[config.mk]
export PLATFORM = sky130hd
export DESIGN_NAME = div_host_bridge
export DESIGN_NICKNAME = d
export VERILOG_FILES = /design/src/rtl/div_link_pkg.sv /design/src/rtl/div_link_rx_collect.sv /design/src/rtl/div_host_bridge.sv
export SDC_FILE = /design/constraint.sdc
export NUM_CORES = 1
export LEC_CHECK = 0
export BUFFER_PORTS_ARGS = -buffer_cell sky130_fd_sc_hd__buf_2
export CAP_MARGIN = 10
export CELL_PAD_IN_SITES_DETAIL_PLACEMENT = 1
export CELL_PAD_IN_SITES_GLOBAL_PLACEMENT = 1
export CORE_ASPECT_RATIO = 0.75
export CORE_MARGIN = 5
export CORE_UTILIZATION = 40
export DETAILED_ROUTE_END_ITERATION = 16
export PLACE_DENSITY_LB_ADDON = 0.15
export SLEW_MARGIN = 10
export SYNTH_ARGS = -nofsm -noshare
export SYNTH_HDL_FRONTEND = slang
export SYNTH_SLANG_ARGS = --single-unit
[constraint.sdc]
create_clock -name clk -period 3.1 [get_ports clk]
set_input_delay 0.155 -clock clk [delete_from_list [all_inputs] [get_ports clk]]
set_output_delay 0.155 -clock clk [all_outputs]
set_load 0.05 [all_outputs]
[src/rtl/div_link_pkg.sv]
// Shared definitions for the divider byte-serial link: bridge FSM states,
// frame layout constants, default timing parameters and the tx byte mux.
package div_link_pkg;

    typedef enum logic [2:0] {
        ST_IDLE,
        ST_SETUP,
        ST_PUSH,
        ST_GAP,
        ST_WAIT_RSP,
        ST_COLLECT,
        ST_RESP
    } state_e;

    localparam int LINK_BYTES = 8;
    localparam int IDX_W      = $clog2(LINK_BYTES);
    localparam logic [IDX_W-1:0] LAST_BYTE = IDX_W'(LINK_BYTES - 1);

    // Reply frame byte index holding the LSB of each result word.
    localparam int RX_REM_LSB = 0;
    localparam int RX_QUO_LSB = 4;

    localparam int DEF_PUSH_GAP = 4;
    localparam int DEF_TIMEOUT  = 1024;
    localparam int DEF_CNT_W    = 11;

    // Request bytes go out MSB first: dividend[31:24] .. dividend[7:0], then divisor likewise.
    function automatic logic [7:0] tx_byte(input logic [31:0] dividend,
                                           input logic [31:0] divisor,
                                           input logic [IDX_W-1:0] idx);
        logic [63:0] w_word;
        w_word = {dividend, divisor} << {idx, 3'b000};
        return w_word[63:56];
    endfunction

endpackage

[src/rtl/div_link_rx_collect.sv]
// Reply-frame collector: assembles the 8 pull-framed reply bytes, restarting
// at byte 0 whenever a new pull marker arrives.
module div_link_rx_collect
    import div_link_pkg::*;
(
    input  logic                    clk,
    input  logic                    rst_n,
    input  logic                    i_wait,
    input  logic                    i_collect,
    input  logic                    i_pull,
    input  logic                    i_sign_in,
    input  logic [7:0]              i_data,
    output logic                    o_done,
    output logic                    o_sign,
    output logic [8*LINK_BYTES-1:0] o_frame
);

    logic [8*LINK_BYTES-1:0] r_frame;
    logic [IDX_W-1:0]        r_rx_idx;
    logic                    r_sign;

    logic                    w_start;
    logic                    w_capture;
    logic [IDX_W-1:0]        w_idx;
    logic [8*LINK_BYTES-1:0] w_frame_next;

    assign w_start   = (i_wait | i_collect) & i_pull;
    assign w_capture = w_start | i_collect;
    assign w_idx     = w_start ? '0 : r_rx_idx;

    always_comb begin
        // NOTE: default-first assignment means every path writes every bit, so no latch is inferred.
        w_frame_next = r_frame;
        for (int k = 0; k < LINK_BYTES; k++) begin
            if (w_idx == IDX_W'(k)) begin
                w_frame_next[8*k +: 8] = i_data;
            end
        end
    end

    // The frame is complete in the cycle byte 7 arrives; the top consumes the unregistered view.
    assign o_done  = i_collect & ~i_pull & (r_rx_idx == LAST_BYTE);
    assign o_sign  = w_start ? i_sign_in : r_sign;
    assign o_frame = w_frame_next;

    // NOTE: the frame is plain flops rather than a RAM, so it takes the async reset like all other state.
    always_ff @(posedge clk or negedge rst_n) begin
        if (!rst_n) begin
            r_frame  <= '0;
            r_rx_idx <= '0;
            r_sign   <= 1'b0;
        end else if (w_capture) begin
            // NOTE: non-blocking updates so every register samples pre-edge values.
            r_frame  <= w_frame_next;
            r_rx_idx <= w_idx + 1'b1;
            if (w_start) begin
                r_sign <= i_sign_in;
            end
        end
    end

endmodule

[src/rtl/div_host_bridge.sv]
// Host-side initiator for the divider byte link: serialises one divide request
// into 8 push-strobed bytes and returns the pull-framed reply on a valid/ready port.
module div_host_bridge
    import div_link_pkg::*;
#(
    parameter int PUSH_GAP = DEF_PUSH_GAP,
    parameter int TIMEOUT  = DEF_TIMEOUT,
    parameter int CNT_W    = DEF_CNT_W
) (
    input  logic        clk,
    input  logic        rst_n,
    input  logic        req_valid,
    output logic        req_ready,
    input  logic [31:0] req_dividend,
    input  logic [31:0] req_divisor,
    input  logic        req_sign,
    input  logic        req_select,
    output logic [7:0]  data_out,
    output logic        push_out,
    output logic        sign_out,
    output logic        select_out,
    input  logic [7:0]  data_in,
    input  logic        pull_in,
    input  logic        sign_in,
    output logic        rsp_valid,
    input  logic        rsp_ready,
    output logic [31:0] rsp_quotient,
    output logic [31:0] rsp_remainder,
    output logic        rsp_sign,
    output logic        rsp_timeout
);

    localparam logic [CNT_W-1:0] GAP_LAST = CNT_W'(PUSH_GAP - 1);
    localparam logic [CNT_W-1:0] TO_LAST  = CNT_W'(TIMEOUT - 1);

    state_e                  r_state;
    state_e                  w_next;
    logic [IDX_W-1:0]        r_byte_idx;
    logic [CNT_W-1:0]        r_cnt;
    logic [31:0]             r_dividend;
    logic [31:0]             r_divisor;
    logic                    r_sign;
    logic                    r_select;
    logic [31:0]             r_rsp_quo;
    logic [31:0]             r_rsp_rem;
    logic                    r_rsp_sign;
    logic                    r_rsp_timeout;

    logic                    w_in_wait;
    logic                    w_in_collect;
    logic                    w_rx_done;
    logic                    w_rx_sign;
    logic [8*LINK_BYTES-1:0] w_rx_frame;

    assign w_in_wait    = (r_state == ST_WAIT_RSP);
    assign w_in_collect = (r_state == ST_COLLECT);

    div_link_rx_collect u_rx_collect (
        .clk       (clk),
        .rst_n     (rst_n),
        .i_wait    (w_in_wait),
        .i_collect (w_in_collect),
        .i_pull    (pull_in),
        .i_sign_in (sign_in),
        .i_data    (data_in),
        .o_done    (w_rx_done),
        .o_sign    (w_rx_sign),
        .o_frame   (w_rx_frame)
    );

    always_ff @(posedge clk or negedge rst_n) begin
        if (!rst_n) begin
            r_state <= ST_IDLE;
        end else begin
            r_state <= w_next;
        end
    end

    always_comb begin
        w_next    = r_state;
        req_ready = 1'b0;
        push_out  = 1'b0;
        rsp_valid = 1'b0;
        data_out  = 8'h00;
        unique case (r_state)
            ST_IDLE: begin
                req_ready = 1'b1;
                if (req_valid) w_next = ST_SETUP;
            end
            ST_SETUP: begin
                data_out = tx_byte(r_dividend, r_divisor, r_byte_idx);
                w_next   = ST_PUSH;
            end
            ST_PUSH: begin
                data_out = tx_byte(r_dividend, r_divisor, r_byte_idx);
                push_out = 1'b1;
                w_next   = ST_GAP;
            end
            ST_GAP: begin
                data_out = tx_byte(r_dividend, r_divisor, r_byte_idx);
                if (r_cnt == GAP_LAST) begin
                    w_next = (r_byte_idx == LAST_BYTE) ? ST_WAIT_RSP : ST_SETUP;
                end
            end
            ST_WAIT_RSP: begin
                // A pull marker on the final wait cycle still wins over the timeout.
                if (pull_in)                w_next = ST_COLLECT;
                else if (r_cnt == TO_LAST)  w_next = ST_RESP;
            end
            ST_COLLECT: begin
                if (w_rx_done) w_next = ST_RESP;
            end
            ST_RESP: begin
                rsp_valid = 1'b1;
                if (rsp_ready) w_next = ST_IDLE;
            end
            default: w_next = ST_IDLE;
        endcase
    end

    always_ff @(posedge clk or negedge rst_n) begin
        if (!rst_n) begin
            r_byte_idx    <= '0;
            r_cnt         <= '0;
            r_dividend    <= '0;
            r_divisor     <= '0;
            r_sign        <= 1'b0;
            r_select      <= 1'b0;
            r_rsp_quo     <= '0;
            r_rsp_rem     <= '0;
            r_rsp_sign    <= 1'b0;
            r_rsp_timeout <= 1'b0;
        end else begin
            if (r_state == ST_IDLE && req_valid) begin
                r_dividend <= req_dividend;
                r_divisor  <= req_divisor;
                r_sign     <= req_sign;
                r_select   <= req_select;
                r_byte_idx <= '0;
            end else if (r_state == ST_GAP && w_next == ST_SETUP) begin
                r_byte_idx <= r_byte_idx + 1'b1;
            end

            // One counter times both the inter-byte gap and the reply wait; it clears on every state change.
            if ((r_state == ST_GAP || r_state == ST_WAIT_RSP) && w_next == r_state) begin
                r_cnt <= r_cnt + 1'b1;
            end else begin
                r_cnt <= '0;
            end

            if (r_state == ST_WAIT_RSP && w_next == ST_RESP) begin
                r_rsp_quo     <= '0;
                r_rsp_rem     <= '0;
                r_rsp_sign    <= 1'b0;
                r_rsp_timeout <= 1'b1;
            end else if (r_state == ST_COLLECT && w_next == ST_RESP) begin
                r_rsp_quo     <= w_rx_frame[8*RX_QUO_LSB +: 32];
                r_rsp_rem     <= w_rx_frame[8*RX_REM_LSB +: 32];
                r_rsp_sign    <= w_rx_sign;
                r_rsp_timeout <= 1'b0;
            end
        end
    end

    assign sign_out      = r_sign;
    assign select_out    = r_select;
    assign rsp_quotient  = r_rsp_quo;
    assign rsp_remainder = r_rsp_rem;
    assign rsp_sign      = r_rsp_sign;
    assign rsp_timeout   = r_rsp_timeout;

endmodule

==> Yosys cells after proc, flatten, opt, wreduce, memory -nomap -nowiden <==
Index checks and enable logic that the tools add are counted.
{ "classes": {"addsub": 3, "mul": 0, "div_mod_pow": 0, "n_lt_le_gt_ge": 0, "n_eq_ne": 20, "shifts": 1, "muxes": 33, "n_bitwise": 6, "reduce_logical": 11} }
{ "op_table": {"columns": ["cell", "count"], "rows": [
  ["$mux W32", 4],
  ["$mux W8", 9],
  ["$shl A64 B6 Y64", 1],
  ["$eq A3 B3 Y1 const B", 10],
  ["$mux W3", 10],
  ["$pmux W3 S7", 1],
  ["$eq A3 B2 Y1 const B", 4],
  ["$add A11 B1 Y11 const B", 1],
  ["$eq A11 B10 Y1 const B", 1],
  ["$eq A11 B2 Y1 const B", 1],
  ["$mux W11", 1],
  ["$eq A3 B1 Y1 const B", 3],
  ["$mux W1", 8],
  ["$add A3 B1 Y3 const B", 2],
  ["$logic_not A3 Y1", 2],
  ["$logic_and A1 B1 Y1", 5],
  ["$reduce_bool A2 Y1", 2],
  ["$and A1 B1 Y1", 3],
  ["$eq A3 B3 Y1", 1],
  ["$reduce_or A3 Y1", 1],
  ["$or A1 B1 Y1", 2],
  ["$logic_or A1 B1 Y1", 1],
  ["$not A1 Y1", 1]
]} }
{ "word_totals": {"register_bits": 217, "latchBits": 0, "mem_bits_rw": 0, "mem_bits_ro": 0, "inputBits": 80, "out_inout_bits": 79, "elab_cells": 88, "n_memories": 0} }

==> Depth between registers and ports, before layout <==
Gate-level depths: netlist (run 1).
{ "logic_depth": {"word_depth": 9, "mapped_depth": 10, "depth_no_buf": 7} }

==> Modules after synthesis <==
Synthesis (run 1) repeated with hierarchy kept, for this count alone.
{ "unflattened": {"hier_cells": 817, "hier_area_um2": 10566.4} }
{ "modules_own_cells": {"columns": ["mod", "instances", "cells_per_inst", "area_per_inst_um2", "seq_area_each_um2"], "rows": [
  ["div_host_bridge", 1, 558, 6866.6, 3728.6],
  ["div_link_rx_collect", 1, 259, 3699.8, 1701.6]
]} }

==> Worst setup path after synthesis (run 1) <==
Ideal clock, no wire load.
{ "synth_timing": {"path_kind": "register to register", "startpoint": "register r_state[0]", "endpoint": "register r_dividend[17]", "setup_time_ps": 125, "arrival_ps": 2546, "required_ps": 2975, "setup_slack_ps": 429, "stages_incl_launch_ff": 8, "path_buffers": 4, "period_less_slack_ps": 2671, "path_cell_list": "dfrtp_1 -> buf_2 -> nor3_1 -> and2_1 -> buf_6 -> buf_8 -> buf_12 -> mux2_4"} }
{ "synth_between": {"elab_chain_len": 2} }
{ "synth_rtl": {"columns": ["item", "line", "text"], "rows": [
  ["from (decl)", "div_host_bridge.sv:36", "state_e r_state;"],
  ["from (signal assigned)", "div_host_bridge.sv:75", "r_state <= w_next;"],
  ["$logic_not A3 Y1", "div_host_bridge.sv:134", "if (r_state == ST_IDLE && req_valid) begin"],
  ["$logic_and A1 B1 Y1", "div_host_bridge.sv:134", null],
  ["to (signal assigned)", "div_host_bridge.sv:135", "r_dividend <= req_dividend;"],
  ["to (decl)", "div_host_bridge.sv:40", "logic [31:0] r_dividend;"]
]} }
Every way passes these cells.
A chain may end at the register's enable or synchronous reset.

==> Final worst setup path (run 1) <==
{ "layout_timing": {"startpoint": "register r_state[1]", "endpoint": "register u_rx_collect.r_frame[61]"} }
{ "layout_between": {"elab_chain_len": 6, "elab_cells_between_ends": 8, "cone_classes": "eq/ne: 3; mux: 2; bitwise: 3"} }
{ "layout_rtl": {"columns": ["item", "line", "text"], "rows": [
  ["$eq A3 B3 Y1, on equally long branches", "div_host_bridge.sv:55, div_host_bridge.sv:56", null],
  ["$or A1 B1 Y1", "div_link_rx_collect.sv:27", "assign w_start = (i_wait | i_collect) & i_pull;"],
  ["$and A1 B1 Y1", "div_link_rx_collect.sv:27", null],
  ["$mux W3", "div_link_rx_collect.sv:29", "assign w_idx = w_start ? '0 : r_rx_idx;"],
  ["$eq A3 B3 Y1", "div_link_rx_collect.sv:35", "if (w_idx == IDX_W'(k)) begin"],
  ["$mux W8", "div_link_rx_collect.sv:35", null],
  ["to (signal assigned)", "div_link_rx_collect.sv:54", "r_frame <= w_frame_next;"],
  ["to (decl)", "div_link_rx_collect.sv:18", "logic [8*LINK_BYTES-1:0] r_frame;"]
]} }
Several ways; a longest one is shown, not always the timed one.

==> metrics.md, run 1 <==
| Metric | Value |
|---|---|
| Fmax | 0.3850 GHz |
| Startpoint Class | register |
| Yosys reg bits | 217 |
| Die ar. | 28070 sq um |
| CP arrival | 2980 ps |
| Reg clk slew, reported paths | 60 ps |
| Clk sinks | 217 |
| CP startpoint | r_state[1]$_DFF_PN0_ |
| MaxCap Viol Count | 0 |
| Cell count after synthesis | 681 |
| Worst Hold Class | primary input to register |
| Final period utilization | 0.8378 |
| Vias in the first global route | 7295 |
| Pins Over Slew Limit | 0 |
| Crit path max-delay family | simple AND/OR/NAND/NOR gates |
| Worst path cell trace | nand3b_2 > nand2_1 > inv_1 > ha_1 > ha_1 > nand2_2 > mux2_1 |
| Clock Latency Late Sink | 510 ps |
| Max Root-Sink Buffers | 3 |
| Ports | 159 |
| Sequential element share of the synthesized area | 0.5477 |
| Source of the worst hold timing path | rsp_ready |
| Antenna violations before repair | 0 |
| Final Critical Period | 2597 ps |
| R2r startpoint | r_state[1]$_DFF_PN0_ |
| Port bufs | 158 |
| Via count | 6483 |
| CP bufs+invs | 1 |
| Layout cell share with drive strength beyond 1 | 0.4107 |
| Syn. warnings | 0 |
| CP dominant cell by count | ha_1 |
| Sw power | 0.001322 W |
| Placer Congestion | 0.7545 |
| Post-DP HPWL | 17.15 mm |
| Clock Power Share | 0.457 |
| Peak supply drop | 365.8 uV |
| GRT Residual Overflow | 0 |
| Rows | 49 |
| Final Util | 0.5110 |
| Chip Width | 191.8 um |
| Worst hold slack | 139.3 ps |
| NumNets Final | 986 |
| Die Y | 146.3 um |
| CTS H-tree lvls | 1 |
| Root buf cell | clkbuf_16 |
| Routed Antenna Nets | 0 |
| Routed vias/inst | 5.211 |
| Core ar. | 24220 sq um |
| Final setup fails | 0 |
| Hold Vio Cnt, Final | 0 |
| Switching Share | 0.2256 |
| Seq pwr share | 0.487 |
| Post-CTS Setup Repair Bufs | 0 |
| P_int | 0.004539 W |
| Ant diodes | 0 |
| Unrepaired setup endpoints after global routing | false |
| Worst Setup End Kind | register |
| Synth unique cells | 53 |
| Drt wl/cell | 20.98 um |
| Worst Setup Path Type | register to register |
| Crit-path max FO | 13 |
| WL final | 26.10 mm |
| Num CTS Buffers | 23 |
| Syn Area/Cell | 14.56 sq um |
| Crit path largest cell delay | 560 ps |
| CTS tree | built |
| Gr usage total | 0.1873 |
| Slew HR | 0.3827 |
| Setup TNS Final | 0 ps |
| Logic pwr share | 0.056 |
| Drt pass-1 iters | 6 |
| Most frequent cells in the layout | dfrtp_1, buf_2, mux2_2, mux2i_1, dlygate4sd3_1 |
| P per Cell Area | 473.7 nW/um^2 |
| Commonest non-fill, non-tap cell in the layout | dfrtp_1 |
| Status | completed |
| First-pass GRT wire length | 42.22 mm |
| Slowest-stage cell, CP | dfrtp_1 |
| Worst Skew | 7.811 ps |
| Syn Std Cell Area | 9915 sq um |
| Largest net degree at the start of global routing | 82 |
| Synthesis-to-finish area growth | 24.81% |
| Initial DRC count | 250 |
| Worst-margin pin slew | 925.9 ps |
| WP data required | 3490 ps |
| Syn_nets | 770 |
| Initial core utilization | 0.4094 |
| Leakage power | 6.253 nW |
| Post-route DRC violation count | 0 |
==> power groups by stage <==
| stage | clock, W | combinational, W | sequential [W] |
|---|---|---|---|
| after floorplan | 0 | 0.000111 | 0.00290 |
| after global placement | 0 | 0.000255 | 0.00290 |
| after detailed placement | 0 | 0.000266 | 0.00291 |
| after CTS | 0.00276 | 0.000337 | 0.00285 |
| after global routing | 0.00287 | 0.000364 | 0.00285 |
| final | 0.00268 | 0.000331 | 0.00285 |
==> flip-flops by register name, indices dropped and copies added, names as in the netlist, 3 cells and up <==
register               cells
r_divisor                 32
r_byte_idx                 3
rsp_quotient              32
u_rx_collect.r_rx_idx      3
r_dividend                32
r_cnt                     11
r_state                    3
u_rx_collect.r_frame      64
rsp_remainder             32
==> cell type report <==
type	count	area [sq um]
Clock buffer	31	645.6
Timing Repair Buffer	242	1668
Fill cell	2454	11840
Clock inverter	10	75.07
Inverter	4	15.01
Multi-Input combinational cell	409	4126
Sequential cell	217	5430
Tap cell	331	414.1
==> stage by stage <==
| step | cell area [sq um] | power, W | setup WS (ps) | instances |
|---|---|---|---|---|
| 2_1_floorplan | 9915 | 0.003012 | 429.2 | 681 |
| 3_3_place_gp | 10950 | 0.003160 | 706.7 | 1133 |
| 3_5_place_dp | 10950 | 0.003171 | 540.8 | 1133 |
| 4_1_cts | 12370 | 0.005945 | 520.8 | 1244 |
| 5_1_grt | 12370 | 0.006089 | 351.1 | 1244 |
| 6_report | 12370 | 0.005861 | 502.8 | 1244 |
==> cells in the mapped netlist (all sizes together) <==
cell type / n / area (sq um)
a32o: 2 / 20.02
a21boi: 3 / 30.03
nor4b: 3 / 32.53
nor2b: 6 / 37.54
inv: 4 / 15.01
nor4: 1 / 12.51
nor2: 24 / 112.6
o22a: 1 / 8.760
mux2i: 73 / 730.7
nand2b: 1 / 6.260
o21ai: 7 / 38.78
o21bai: 2 / 15.01
a31o: 1 / 8.760
mux4: 16 / 360.4
and4: 4 / 35.03
or2: 1 / 6.260
o211ai: 1 / 7.510
o2bb2ai: 64 / 560.5
a21oi: 3 / 15.01
a211o: 1 / 8.760
xnor2: 1 / 8.760
dfrtp: 217 / 5430
a31oi: 2 / 12.51
nand2: 19 / 116.4
buf: 39 / 312.8
and2: 2 / 12.51
and3: 1 / 7.510
nor3b: 1 / 18.77
nand4: 4 / 25.02
xor2: 6 / 52.55
nand3: 7 / 35.03
ha: 9 / 112.6
clkbuf: 12 / 45.04
and2b: 1 / 7.510
mux2: 134 / 1607
nand3b: 1 / 11.26
nor3: 6 / 30.03
a21o: 1 / 7.510
==> routing by layer <==
layer | track usage | share of wire
met1 | 0.2682 | 0.47
met3 | 0.03007 | 0.036
met4 | 0.04020 | 0.020
met5 | 0 | 0
met2 | 0.3026 | 0.47
==> path summary, 6_finish.rpt <==
check / end / slack (ps) / cells past startpoint
max: u_rx_collect.r_frame[61]$_DFFE_PN0P_ / 500 / 7
min: r_state[2]$_DFF_PN0_ / 140 / 3
max reg2reg: u_rx_collect.r_frame[61]$_DFFE_PN0P_ / 500 / 7
min reg2reg: rsp_timeout$_DFFE_PN0P_ / 480 / 1
max in group asynchronous: u_rx_collect.r_frame[62]$_DFFE_PN0P_ / 1970 / 3
min in group asynchronous: r_dividend[16]$_DFFE_PN0P_ / 240 / 2
==> cells by family (layout without fill, tap and decap cells) <==
logic type      count (synthesis)  in the layout  share of synthesized area
compound gates                 88             88                    0.07395
xor+xnor                        7              7                   0.006184
fa+ha+maj                       9              9                    0.01136
buf+inv                        55            287                    0.03761
flops                         217            217                     0.5477
mux                           223            223                     0.2721
simple gates                   82             82                    0.05111
==> timing repair <==
item / in CTS / in global routing
hold buffers: 70 / 0
gates resized for setup: 0 / 0
hold endpoints to repair: 148 / 0
==> worst register-to-register path, cell delays in order (launching register included) <==
cell      delay [ps]
dfrtp_1          560
nand3b_2         330
nand2_1          160
inv_1            120
ha_1             200
ha_1             480
nand2_2          250
mux2_1           380
Note: power is estimated with default switching activity, not from simulation.
==> run 2: changes to the inputs <==
==> constraint.sdc (replaced) <==
create_clock -name clk -period 2.64 [get_ports clk]
set_input_delay 0.132 -clock clk [delete_from_list [all_inputs] [get_ports clk]]
set_output_delay 0.132 -clock clk [all_outputs]
set_load 0.05 [all_outputs]
==> run 2 against run 1 <==
Against the previous run:
- cell area increased by 0.87%
- via count rose by 1.4%
- worst setup slack worse by 270 ps
- routed wire length up 1.4%
- count of clock-buffer cells in the layout stayed put
- core utilization up 0.44 points
- clock power rose by 22%
- sequential power rose by 18%
- critical path depth is 2 lower
==> metrics.md, run 2 (synthesized netlist as in run 1, its figures left out) <==
| Metric | Value |
|---|---|
| Via count | 6576 (+1.4%) |
| Final Util | 0.5154 (+0.004443) |
| Placer Congestion | 0.8220 (+8.9%) |
| Synthesis-to-finish area growth | 25.90% |
| Drt wl/cell | 21.14 um (+0.77%) |
| Crit-path max FO | 15 (+2) |
| Hold Vio Cnt, Final | 0 (unchanged) |
| Largest net degree at the start of global routing | 83 (+1.2%) |
| Post-CTS Setup Repair Bufs | 0 (unchanged) |
| Core ar. | 24220 sq um (unchanged) |
| Reg clk slew, reported paths | 70 ps (about the same) |
| Rows | 49 (unchanged) |
| Port bufs | 158 (unchanged) |
| Worst Setup End Kind | primary output |
| Peak supply drop | 372.0 uV (+1.7%) |
| Fmax | 0.4156 GHz |
| Clock Latency Late Sink | 510 ps (about the same) |
| Gr usage total | 0.1899 (+0.002556) |
| CTS H-tree lvls | 1 (unchanged) |
| Worst Setup Path Type | register to primary output |
| Drt pass-1 iters | 4 (-2) |
| P per Cell Area | 563.0 nW/um^2 (+19%) |
| Post-CTS Resized | 0 (unchanged) |
| Reg with most FFs | u_rx_collect.r_frame |
| Worst Skew | 13.48 ps (+5.665 ps) |
| Commonest non-fill, non-tap cell in the layout | dfrtp_1 |
| Post-route DRC violation count | 0 (unchanged) |
| CP arrival | 2270 ps (-710 ps) |
| Leakage power | 6.311 nW (+0.92%) |
| Worst Hold Class | primary input to register |
| WL final | 26.47 mm (+1.4%) |
| CTS tree | built |
| Routed vias/inst | 5.252 (+0.79%) |
| Pre-CTS setup slack | 306.4 ps (-234.4 ps) |
| Post-DP HPWL | 17.57 mm (+2.4%) |
| Vias in the first global route | 7476 (+2.5%) |
| NumNets Final | 994 (+0.81%) |
| Final worst setup slack | 233.9 ps (-268.9 ps) |
| Most frequent cells in the layout | dfrtp_1, buf_2, mux2_2, mux2i_1, dlygate4sd3_1 |
| Design area | 12480 sq um (+0.87%) |
| Die Y | 146.3 um (unchanged) |
| Initial DRC count | 296 (+18%) |
| Setup TNS Final | 0 ps (unchanged) |
| Crit path largest cell delay | 550 ps (about the same) |
| Initial core utilization | 0.4094 (unchanged) |
| Final setup fails | 0 (unchanged) |
| Clk sinks | 217 (unchanged) |
| R2r setup slk | 250 ps (-250 ps) |
| Unrepaired setup endpoints after global routing | false |
| Die ar. | 28070 sq um (unchanged) |
| Slowest-stage cell, CP | dfrtp_1 |
| Final period utilization | 0.9114 |
| Status | completed |
| Routed Antenna Nets | 0 (unchanged) |
| Max Root-Sink Buffers | 3 (unchanged) |
| Ports | 159 (unchanged) |
| GRT Residual Overflow | 0 (unchanged) |
| Final Critical Period | 2406 ps |
| Worst path cell trace | buf_12 > mux4_2 > mux2i_1 > nor2_1 > buf_2 |
| Worst-margin pin slew | 830.8 ps (-95.10 ps) |
| Layout cell share with drive strength beyond 1 | 0.4185 (+0.007744) |
| Antenna violations before repair | 1 (+1) |
| Startpoint Class | register |
| Pins Over Slew Limit | 0 (unchanged) |
| Area after DPL | 11020 sq um (+0.59%) |
| First-pass GRT wire length | 42.76 mm (+1.3%) |
| MaxCap Viol Count | 0 (unchanged) |
| Root buf cell | clkbuf_16 |
| Chip Width | 191.8 um (unchanged) |
| Slew HR | 0.4440 (+0.06130) |
| Max FFs per register | 64 (unchanged) |
| Num CTS Buffers | 23 (unchanged) |
| WP data required | 2510 ps (-980 ps) |
## run 2: what timing repair did
| action | 4_1_cts | 5_1_grt |
|---|---|---|
| setup endpoints to repair | 0 | 0 |
| hold buffers | 70 | 0 |
| hold endpoints to repair | 141 | 0 |
## run 2: cell type report
type                            instances  area [sq um]
Timing Repair Buffer                  250          1728
Clock inverter                          9         95.09
Sequential cell                       217          5430
Fill cell                            2420         11740
Clock buffer                           31         665.6
Antenna cell                            1         2.502
Inverter                                4         15.01
Tap cell                              331         414.1
Multi-Input combinational cell        409          4131
## run 2: per-stage QoR
stage / power [W] / cells / hold slack [ps]
final: 0.007027 / 1252 / 51.94
after global routing: 0.007312 / 1252 / 62.42
after CTS: 0.007123 / 1251 / 35.00
after detailed placement: 0.003727 / 1141 / 188.9
after global placement: 0.003713 / 1141 / 168.7
after floorplan: 0.003537 / 681 / -163.6
## run 2: final timing paths
kind                                           start                      endpoint  depth (start not counted)
setup / recovery           r_byte_idx[0]$_DFFE_PN0P_                   data_out[2]                          5
hold / removal                             rsp_ready          r_state[2]$_DFF_PN0_                          3
setup reg to reg                  r_cnt[0]$_DFF_PN0_  rsp_quotient[15]$_DFFE_PN0P_                          6
hold reg to reg              rsp_timeout$_DFFE_PN0P_       rsp_timeout$_DFFE_PN0P_                          1
max in group asynchronous                      rst_n  rsp_remainder[6]$_DFFE_PN0P_                          3
min in group asynchronous                      rst_n     r_dividend[9]$_DFFE_PN0P_                          2
## run 2: worst max-delay path: cells and delay by family, from the launching register on
family / cells / cell delay (ps)
flops: 1 / 550
simple gates: 1 / 60
mux: 2 / 720
buf+inv: 2 / 440
## run 2: power by group
group	switching, W	total [W]	internal (W)
Combinational	0.000211	0.000396	0.000185
Sequential	0.00000882	0.00335	0.00334
Clock	0.00133	0.00328	0.00195
Total	0.00155	0.00703	0.00548
## run 2: metal layers
metal / routed length (um) / vias to the layer above / share of wire / track usage
li1: - / 2950 / - / -
met1: 12190 / 3470 / 0.46 / 0.2664
met2: 12740 / 119 / 0.48 / 0.3113
met3: 1051 / 37 / 0.040 / 0.03389
met4: 489 / 0 / 0.018 / 0.03877
met5: 0 / - / 0 / 0
==> run 3: changes to the inputs <==
--- a/config.mk
+++ b/config.mk
@@ -5,6 +5,7 @@
 export SDC_FILE = /design/constraint.sdc
 export NUM_CORES = 1
 export LEC_CHECK = 0
+export ABC_CLOCK_PERIOD_IN_PS = 2640
 export BUFFER_PORTS_ARGS = -buffer_cell sky130_fd_sc_hd__buf_2
 export CAP_MARGIN = 10
 export CELL_PAD_IN_SITES_DETAIL_PLACEMENT = 1
@@ -14,6 +15,7 @@
 export CORE_UTILIZATION = 40
 export DETAILED_ROUTE_END_ITERATION = 16
 export PLACE_DENSITY_LB_ADDON = 0.15
+export SETUP_SLACK_MARGIN = 0.4
 export SLEW_MARGIN = 10
 export SYNTH_ARGS = -nofsm -noshare
 export SYNTH_HDL_FRONTEND = slang
==> run 3 against run 2 <==
Against the previous run:
- core utilization up 0.45 points
- critical path depth is the same
- sequential share of layout area is 0.36 points lower
- worst setup slack better by 210 ps
- highest routed layer unchanged
- largest power group unchanged
- die area did not move
- cell count is 0.40% higher
==> metrics.md, run 3 (synthesized netlist as in run 1, its figures left out) <==
| Metric | Value |
|---|---|
| Die Y | 146.3 um (unchanged) |
| Design area | 12590 sq um (+0.88%) |
| Post-DP HPWL | 17.57 mm (unchanged) |
| Commonest non-fill, non-tap cell in the layout | dfrtp_1 |
| CTS H-tree lvls | 1 (unchanged) |
| Fill cells | 2417 (-0.12%) |
| Fmax | 0.4553 GHz (+9.6%) |
| WL final | 26.88 mm (+1.5%) |
| Worst Setup End Kind | primary output |
| Pins Over Slew Limit | 0 (unchanged) |
| Slew HR | 0.5759 (+0.1319) |
| Synthesis-to-finish area growth | 27.01% |
| Drt wl/cell | 21.38 um (+1.1%) |
| Final Util | 0.5200 (+0.004547) |
| Ports | 159 (unchanged) |
| CTS tree | built |
| Crit-path max FO | 8 (-7) |
| Startpoint Class | register |
| Rows | 49 (unchanged) |
| Placed Instances | 1141 (unchanged) |
| Layout cell share with drive strength beyond 1 | 0.4249 (+0.006387) |
| Routed vias/inst | 5.240 (-0.23%) |
| Area after DPL | 11020 sq um (unchanged) |
| Unrepaired setup endpoints after global routing | true |
| GRT Residual Overflow | 0 (unchanged) |
| Drt pass-1 iters | 4 (unchanged) |
| CP arrival | 2060 ps (-210 ps) |
| Status | completed |
| FF-to-FF path depth | 7 (+1) |
| Final std cells w/o fill | 1257 (+0.40%) |
| Largest net degree at the start of global routing | 83 (unchanged) |
| First-pass GRT wire length | 43.13 mm (+0.87%) |
| NumNets Final | 999 (+0.50%) |
| Routed Antenna Nets | 0 (unchanged) |
| Die ar. | 28070 sq um (unchanged) |
| Max Root-Sink Buffers | 3 (unchanged) |
| Worst Hold Class | primary input to register |
| Initial core utilization | 0.4094 (unchanged) |
| Worst-margin pin slew | 636.1 ps (-194.8 ps) |
| Clk sinks | 217 (unchanged) |
| Logic pwr share | 0.056 (about the same) |
| Final period utilization | 0.8319 (-0.07947) |
| Peak supply drop | 374.0 uV (+0.52%) |
| Seq pwr share | 0.476 (about the same) |
| P_int | 0.005478 W (about the same) |
| Gr usage total | 0.1917 (+0.001890) |
| Setup TNS Final | 0 ps (unchanged) |
| Leakage power | 6.347 nW (+0.57%) |
| P per Cell Area | 558.1 nW/um^2 (-0.86%) |
| Final setup fails | 0 (unchanged) |
| Reg with most FFs | u_rx_collect.r_frame |
| Reg clk slew, reported paths | 60 ps (about the same) |
| Antenna violations before repair | 1 (unchanged) |
| Max FFs per register | 64 (unchanged) |
| Vias in the first global route | 7536 (+0.80%) |
| Most frequent cells in the layout | dfrtp_1, buf_2, mux2_2, mux2i_1, dlygate4sd3_1 |
| Hold path cells | 3 (unchanged) |
| Final Critical Period | 2196 ps (-209.8 ps) |
| Clock Latency Late Sink | 510 ps (about the same) |
| MaxCap Viol Count | 0 (unchanged) |
| Post-route DRC violation count | 0 (unchanged) |
| Placer Congestion | 0.8220 (unchanged) |
| Port bufs | 158 (unchanged) |
| Sw power | 0.001550 W (about the same) |
| Initial DRC count | 281 (-5.1%) |
| Via count | 6587 (+0.17%) |
| Num CTS Buffers | 23 (unchanged) |
| WP data required | 2510 ps (about the same) |
| Clock Power Share | 0.467 (about the same) |
| Hold Vio Cnt, Final | 0 (unchanged) |
| Chip Width | 191.8 um (unchanged) |
| Root buf cell | clkbuf_16 |
| Worst Setup Path Type | register to primary output |
| Core ar. | 24220 sq um (unchanged) |
| Worst hold slack | 51.93 ps (-0.009900 ps) |
| Worst Skew | 13.40 ps (-0.07910 ps) |
| Switching Share | 0.2206 (about the same) |
-- run 3: routing by layer --
layer | up-vias | track usage | routed length [um]
li1 | 2974 | - | -
met1 | 3443 | 0.2671 | 12060
met2 | 131 | 0.3171 | 12980
met3 | 39 | 0.03389 | 1332
met4 | 0 | 0.03877 | 503
met5 | - | 0 | 0
-- run 3: cell type report --
class | instances | area, sq um | area share
repair buffers | 254 | 1817 | 0.1443
clock inverters | 9 | 95.09 | 0.007552
flip-flops and latches | 217 | 5433 | 0.4314
multi-input cells | 410 | 4150 | 0.3296
clock buffers | 31 | 665.6 | 0.05286
diodes | 1 | 2.502 | 0.0001987
well taps | 331 | 414.1 | 0.03289
inverters | 4 | 15.01 | 0.001192
-- run 3: power by group through the flow --
stage / clock network (W) / registers (W) / logic (W)
2_1_floorplan: 0 / 0.00341 / 0.000131
3_3_place_gp: 0 / 0.00341 / 0.000305
3_5_place_dp: 0 / 0.00341 / 0.000318
4_1_cts: 0.00337 / 0.00335 / 0.000401
5_1_grt: 0.00353 / 0.00335 / 0.000437
6_report: 0.00328 / 0.00335 / 0.000397
-- run 3: stage by stage --
stage	total power (W)	setup slack (ps)
finish	0.007028	443.7
global route	0.007311	369.9
CTS	0.007123	436.4
detailed placement	0.003727	306.4
global placement	0.003713	415.9
floorplan	0.003537	403.8
-- run 3: worst max-delay path, cell delays in order, from the launching register on --
cell and delay [ps]:
dfrtp_2 450, buf_12 170, mux4_2 510, mux2i_1 190, nor2_1 80, buf_6 150
-- run 3: repair_timing --
action                                 4_1_cts  5_1_grt
resized for setup                            3       20
endpoints found under the hold margin      141        0
setup endpoints to repair                   55       13
cloned                                       1        1
hold buffers                                70        0
pin swaps                                    1        0
buffers inserted                             2        1
-- run 3: final timing paths --
kind	slack (ps)	to	start
hold / removal	50	r_state[2]$_DFF_PN0_	rsp_ready
hold reg to reg	470	rsp_timeout$_DFFE_PN0P_	rsp_timeout$_DFFE_PN0P_
setup / recovery	440	data_out[2]	r_byte_idx[0]$_DFFE_PN0P_
setup reg to reg	540	u_rx_collect.r_frame[7]$_DFFE_PN0P_	r_state[2]$_DFF_PN0_
min in group asynchronous	190	r_dividend[9]$_DFFE_PN0P_	rst_n
max in group asynchronous	1530	rsp_remainder[6]$_DFFE_PN0P_	rst_n
